$ cat src/rtl/rmst_to_fifo_tile_2d.sv
// 2D tile loader: issues row-bounded bursts on an Avalon read master and unpacks XDW beats into DW words for a load FIFO.
// Optional macro RMST_TILE_LAST_EN adds load_fifo_last and row_done_cnt.
module rmst_to_fifo_tile_2d #(
    parameter int CW            = 16,
    parameter int DW            = 32,
    parameter int XAW           = 32,
    parameter int XDW           = 128,
    parameter int BLEN          = 8,
    parameter int RMST_FIFO_CAP = 128
) (
    input  logic           clk,
    input  logic           rst,
    input  logic           load_start,
    input  logic [XAW-1:0] desc_base,
    input  logic [CW-1:0]  desc_row_len,
    input  logic [CW-1:0]  desc_rows,
    input  logic [XAW-1:0] desc_stride,
    output logic           load_busy,
    output logic           load_done,
    output logic           rmst_fixed_location,
    output logic [XAW-1:0] rmst_read_base,
    output logic [XAW-1:0] rmst_read_length,
    output logic           rmst_go,
    input  logic           rmst_done,
    output logic           rmst_user_read_buffer,
    input  logic [XDW-1:0] rmst_user_buffer_data,
    input  logic           rmst_user_data_available,
    output logic [DW-1:0]  rmst_load_data,
`ifdef RMST_TILE_LAST_EN
    output logic           load_fifo_last,
    output logic [CW-1:0]  row_done_cnt,
`endif
    output logic           load_fifo_push,
    input  logic           load_fifo_almost_full
);

    localparam int RATIO = XDW / DW;
    localparam int IW    = $clog2(RATIO);
    localparam int PW    = CW + 8;
    localparam logic [CW-1:0]  BLEN_W   = CW'(BLEN);
    localparam logic [XAW-1:0] BPW      = XAW'(DW / 8);
    localparam logic [PW-1:0]  CAP_W    = PW'(RMST_FIFO_CAP);
    localparam logic [IW-1:0]  IDX_LAST = IW'(RATIO - 1);

    typedef enum logic [1:0] {S_IDLE, S_ISSUE, S_WAIT, S_FLUSH} state_t;

    state_t         state_q, state_d;
    logic [CW-1:0]  row_len_q, row_len_d;
    logic [XAW-1:0] stride_q, stride_d;
    logic [XAW-1:0] addr_q, addr_d;
    logic [XAW-1:0] row_start_q, row_start_d;
    logic [CW-1:0]  words_left_q, words_left_d;
    logic [CW-1:0]  rows_left_q, rows_left_d;
    logic [PW-1:0]  issued_q, issued_d;
    logic [PW-1:0]  pushed_q, pushed_nx;
    logic [1:0]     guard_q, guard_d;
    logic           go_q, go_d;
    logic [XAW-1:0] read_base_q, read_base_d;
    logic [XAW-1:0] read_length_q, read_length_d;
    logic           done_q, done_d;

    logic [XDW-1:0] beat_q;
    logic           beat_valid_q;
    logic           pend_q;
    logic [IW-1:0]  idx_q;
    logic [CW-1:0]  col_q;

    logic [CW-1:0]  burst;
    logic [XAW-1:0] burst_bytes;
    logic           can_go, all_pushed, start_acc, busy;
    logic           push, pop, row_last, beat_last;

    assign busy        = (state_q != S_IDLE);
    assign start_acc   = (state_q == S_IDLE) && load_start;
    assign burst       = (words_left_q < BLEN_W) ? words_left_q : BLEN_W;
    assign burst_bytes = XAW'(burst) * BPW;
    assign can_go      = rmst_done && (guard_q == 2'd0) &&
                         ((issued_q - pushed_q + PW'(burst)) <= CAP_W);

    // Handshakes: rmst_user_read_buffer is a one-cycle pop strobe and the popped beat
    // is on rmst_user_buffer_data the following cycle; a word is transferred to the
    // FIFO in any cycle where load_fifo_push is high, which already includes !almost_full.
    assign row_last   = (col_q == row_len_q - CW'(1));
    assign beat_last  = (idx_q == IDX_LAST) || row_last;
    assign push       = beat_valid_q && !load_fifo_almost_full;
    assign pop        = busy && rmst_user_data_available && !pend_q &&
                        (!beat_valid_q || (push && beat_last));
    assign pushed_nx  = pushed_q + PW'(push);
    assign all_pushed = (pushed_nx == issued_q);

    always_comb begin
        state_d       = state_q;
        row_len_d     = row_len_q;
        stride_d      = stride_q;
        addr_d        = addr_q;
        row_start_d   = row_start_q;
        words_left_d  = words_left_q;
        rows_left_d   = rows_left_q;
        issued_d      = issued_q;
        guard_d       = (guard_q != 2'd0) ? guard_q - 2'd1 : 2'd0;
        go_d          = 1'b0;
        read_base_d   = read_base_q;
        read_length_d = read_length_q;
        done_d        = 1'b0;
        case (state_q)
            S_IDLE: begin
                if (load_start) begin
                    row_len_d    = desc_row_len;
                    stride_d     = desc_stride;
                    addr_d       = desc_base;
                    row_start_d  = desc_base;
                    words_left_d = desc_row_len;
                    rows_left_d  = desc_rows;
                    issued_d     = '0;
                    state_d      = S_ISSUE;
                end
            end
            S_ISSUE: begin
                if (can_go) begin
                    go_d          = 1'b1;
                    read_base_d   = addr_q;
                    read_length_d = burst_bytes;
                    issued_d      = issued_q + PW'(burst);
                    guard_d       = 2'd2;
                    // A burst never crosses a row; the row end jumps to the next row start.
                    if (burst == words_left_q) begin
                        rows_left_d  = rows_left_q - CW'(1);
                        addr_d       = row_start_q + stride_q;
                        row_start_d  = row_start_q + stride_q;
                        words_left_d = row_len_q;
                    end else begin
                        addr_d       = addr_q + burst_bytes;
                        words_left_d = words_left_q - burst;
                    end
                    state_d = S_WAIT;
                end
            end
            S_WAIT: begin
                if (guard_q == 2'd0) begin
                    if (rows_left_q == '0) begin
                        if (all_pushed) begin
                            done_d  = 1'b1;
                            state_d = S_IDLE;
                        end else begin
                            state_d = S_FLUSH;
                        end
                    end else if (rmst_done) begin
                        state_d = S_ISSUE;
                    end
                end
            end
            S_FLUSH: begin
                if (all_pushed) begin
                    done_d  = 1'b1;
                    state_d = S_IDLE;
                end
            end
            default: state_d = S_IDLE;
        endcase
    end

    always_ff @(posedge clk or posedge rst) begin
        if (rst) begin
            state_q       <= S_IDLE;
            row_len_q     <= '0;
            stride_q      <= '0;
            addr_q        <= '0;
            row_start_q   <= '0;
            words_left_q  <= '0;
            rows_left_q   <= '0;
            issued_q      <= '0;
            guard_q       <= '0;
            go_q          <= 1'b0;
            read_base_q   <= '0;
            read_length_q <= '0;
            done_q        <= 1'b0;
        end else begin
            state_q       <= state_d;
            row_len_q     <= row_len_d;
            stride_q      <= stride_d;
            addr_q        <= addr_d;
            row_start_q   <= row_start_d;
            words_left_q  <= words_left_d;
            rows_left_q   <= rows_left_d;
            issued_q      <= issued_d;
            guard_q       <= guard_d;
            go_q          <= go_d;
            read_base_q   <= read_base_d;
            read_length_q <= read_length_d;
            done_q        <= done_d;
        end
    end

    // Unpacker: col_q tracks the row position so surplus words of a partial last beat are dropped.
    always_ff @(posedge clk or posedge rst) begin
        if (rst) begin
            beat_q       <= '0;
            beat_valid_q <= 1'b0;
            pend_q       <= 1'b0;
            idx_q        <= '0;
            col_q        <= '0;
            pushed_q     <= '0;
        end else begin
            pend_q <= pop;
            if (pend_q) begin
                beat_q       <= rmst_user_buffer_data;
                beat_valid_q <= 1'b1;
                idx_q        <= '0;
            end else if (push) begin
                idx_q <= idx_q + IW'(1);
                if (beat_last) beat_valid_q <= 1'b0;
            end
            if (start_acc) begin
                col_q    <= '0;
                pushed_q <= '0;
            end else begin
                pushed_q <= pushed_nx;
                if (push) col_q <= row_last ? '0 : col_q + CW'(1);
            end
        end
    end

`ifdef RMST_TILE_LAST_EN
    logic [CW-1:0] row_cnt_q;

    always_ff @(posedge clk or posedge rst) begin
        if (rst) begin
            row_cnt_q <= '0;
        end else if (start_acc) begin
            row_cnt_q <= '0;
        end else if (push && row_last) begin
            row_cnt_q <= row_cnt_q + CW'(1);
        end
    end

    assign load_fifo_last = push && row_last;
    assign row_done_cnt   = row_cnt_q;
`endif

    assign load_busy             = busy;
    assign load_done             = done_q;
    assign rmst_fixed_location   = 1'b0;
    assign rmst_read_base        = read_base_q;
    assign rmst_read_length      = read_length_q;
    assign rmst_go               = go_q;
    assign rmst_user_read_buffer = pop;
    assign rmst_load_data        = beat_q[idx_q*DW +: DW];
    assign load_fifo_push        = push;

endmodule

$ cat config.mk
export PLATFORM = sky130hd
export DESIGN_NAME = rmst_to_fifo_tile_2d
export DESIGN_NICKNAME = d
export VERILOG_FILES = /design/src/rtl/rmst_to_fifo_tile_2d.sv
export SDC_FILE = /design/constraint.sdc
export NUM_CORES = 1
export LEC_CHECK = 0
export CORE_MARGIN = 2
export CORE_UTILIZATION = 50
export DETAILED_ROUTE_END_ITERATION = 8
export GPL_TIMING_DRIVEN = 0
export PLACE_DENSITY = 0.81
export SYNTH_ARGS = -nofsm -noshare
export SYNTH_HDL_FRONTEND = slang
export SYNTH_SLANG_ARGS = --single-unit
$ cat constraint.sdc
create_clock -name clk -period 42.4 [get_ports clk]
set_input_delay 12.72 -clock clk [delete_from_list [all_inputs] [get_ports clk]]
set_output_delay 12.72 -clock clk [all_outputs]
set_load 0.1 [all_outputs]
==> results.txt <==
Syn Area/Cell -> 9.83 um2
First-pass GRT wire length -> 121000 um
Period utilization -> 65.1%
Total number of vias -> 21.3k
IO Count -> 332
Worst ir drop on vdd -> 0.0000751 V
Chip Height -> 224 um
Drt pass-1 iters -> 6
Routability cong. -> 0.953
Power Total -> 1.54 mW
RSZ-0062 raised after global routing -> false
Slew HR -> 15.5%
Clk sinks -> 394
Hpwl dp -> 58700 um
Maxcap violations -> 0
Pre-CTS setup slack -> 14.84 ns
R2r startpoint -> words_left_q[7]
Fillcell total -> 3823
CTS tree -> yes
Vias/cell -> 6.06
Flops & latches, synth -> 394
Clock buffer depth -> 3
Worst setup margin -> 14.80 ns
FF-to-FF path depth -> 19
Async set or reset register ratio after synthesis -> 100%
Initial antenna violation count -> 0
Layout cells sized above 1 -> 12.4%
Reg2reg end -> words_left_q[7]
DR WL/cell -> 22.1 um
Clk root buf -> clkbuf_16
Placement row count -> 80
DRC violations left -> 0
Core area -> 47600 um2
Startpoint types -> primary input
Total CTS buffers -> 46
Hold Vio Cnt, Final -> 0
Status -> completed
Post-synth top area share -> 40.9%
Synth unique cells -> 86
Peak Freq -> 36.2 MHz
Layout Nets -> 3221
Finished Layout Cells -> 3519
Setup TNS -> 0 ns
Hold buffer count at cts -> 0
Main synth FF type -> dfrtp_1
Placed cells -> 3438
Warnings, synthesis -> 0
Top post-synthesis cells by area -> dfrtp_1 (41%), mux2_2 (8.1%), ha_1 (5.2%), nand2_1 (4.8%), xnor2_1 (3.2%)
Synth Instances -> 2454
Worst reg2reg setup slack -> 34.74 ns
Synth area leader -> dfrtp_1
DRT Wirelength -> 77700 um
Reg clk slew, reported paths -> 0.05 ns
Worst-Skew Late Latency -> 0.59 ns
# setup viols final -> 0
Worst hold-check path type -> reg2reg
Port Buffers -> 314
Worst EP required -> 29.68 ns
Hold Path Origin -> guard_q[0]
Leakage -> 13.5 nW
Seq/Total Area, Yosys -> 40.9%
Chip width -> 224 um
Vias in the first global route -> 21.4k
Final Max Tran Viols -> 0
Power Density -> 51.5 nW/um2
Overflow after GRT -> 0
Post-CTS sizing -> 0
WHS Endpoint -> guard_q[0]
Fin crit period -> 27.60 ns
Diode count -> 0
Worst Path Max Fanout -> 5
Post-synth EDFFs -> 0
H-tree depth -> 2
Drt initial violations -> 1954
Critical path class -> in2out
Pin count of the biggest net entering global routing -> 109
Area grow syn2layout -> 23.7%
Layout Skew -> 0.0306 ns
Critical Path End Type -> output pin
Crit path arrival time -> 14.88 ns
Hold_ws -> 0.455 ns
Starting density of the core -> 50.6%
Mapped Area -> 24100 um2
Post-CTS Setup Repair Bufs -> 0
Final antenna-violating net count -> 0
Total Routing Usage GR -> 30.9%
Worst Hold Depth -> 1
Die area -> 50000 um2
Worst-Margin Slew -> 1.26 ns
## worst max-delay path by stage
stage | endpoint | slack (ns) | from
after floorplan | rmst_user_read_buffer | 15.91 | load_fifo_almost_full
after global placement | stride_q[22] | 14.04 | rst
after detailed placement | load_fifo_push | 14.84 | load_fifo_almost_full
after CTS | load_fifo_push | 14.83 | load_fifo_almost_full
after global routing | load_fifo_push | 14.74 | load_fifo_almost_full
final | load_fifo_push | 14.80 | load_fifo_almost_full
## flip-flops by register name, summed over array words and instances (netlist names), 24 cells and up
signal	cells
pushed_q	24
stride_q	32
issued_q	24
row_start_q	32
addr_q	32
rmst_read_base	32
beat_q	128
## report_power, final
group / switching [mW] / internal (mW)
Sequential: 0.0472 / 0.449
Clock: 0.167 / 0.241
Combinational: 0.405 / 0.229
Total: 0.619 / 0.919
## Yosys cell counts, drive strengths merged (11+ instances only)
| cell type | instances |
|---|---|
| o211ai | 21 |
| nor2 | 133 |
| xnor2 | 89 |
| and3 | 31 |
| mux4 | 32 |
| nand2b | 18 |
| xor2 | 46 |
| nor4 | 18 |
| nand3 | 64 |
| clkbuf | 78 |
| dfrtp | 394 |
| o31ai | 21 |
| a21o | 42 |
| nand4 | 28 |
| a21oi | 124 |
| inv | 84 |
| a31oi | 34 |
| mux2i | 13 |
| o21ai | 144 |
| and2 | 31 |
| fa | 19 |
| or3 | 18 |
| or2 | 11 |
| ha | 101 |
| o21a | 13 |
| nand2 | 308 |
| mux2 | 205 |
| nor3b | 16 |
| a211oi | 27 |
| nor3 | 71 |
| buf | 60 |
| nor2b | 17 |
## per-layer routing
metal  part of all wire (%)  vias to the layer above  GRT usage [%]
met2                     46                     1129           49.7
met1                     39                    10300           38.9
met5                      0                        -              0
met4                    4.5                        0           13.7
met3                     11                      238           8.89
li1                       -                     9641              -
## area by class of cell
class,count,area (um2),share of cell area [%]
Timing Repair Buffer,317,3230,10.8
Multi-Input combinational cell,1890,13500,45.3
Buffer,138,641,2.15
Clock buffer,62,1310,4.40
Sequential cell,394,9860,33.0
Tap cell,615,769,2.58
Clock inverter,19,208,0.696
Inverter,84,323,1.08
## metrics by stage
step,utilization (%),instance area (um2)
after detailed placement,59.4,28300
after global routing,62.6,29800
after floorplan,-,24300
after CTS,62.6,29800
final,62.6,29800
after global placement,59.3,28200
## critical path, cell delays in order
cell and delay [ns]:
clkdlybuf4s50_1 0.42, nand2b_1 0.22, inv_1 0.29, clkdlybuf4s50_1 1.24
## cell usage in the layout (no fill, tap or decap), types with 46 or more instances in the layout
cell type          n
ha_1             101
clkdlybuf4s50_1  314
mux2_2           173
nand3_1           64
xor2_1            46
a21oi_1          124
dfrtp_1          394
clkbuf_1          84
nor3_1            70
nand2_1          307
inv_1             83
o21ai_0          137
nor2_1           133
xnor2_1           89
conb_1            54
clkbuf_16         47
## kinds of logic (layout without fill, tap and decap cells)
group	Yosys count	count (layout)	synth area share, %
adder cells (fa/ha/maj)	120	120	6.81
AND/OR/NAND/NOR	795	795	15.8
XOR/XNOR	135	135	4.90
AO/OA/AOI/OAI	536	536	14.5
buffers and inverters	222	620	3.96
multiplexers	250	250	13.1
flip-flops	394	394	40.9
other	2	54	0.0311
Note: power is estimated with default switching activity, not from simulation.
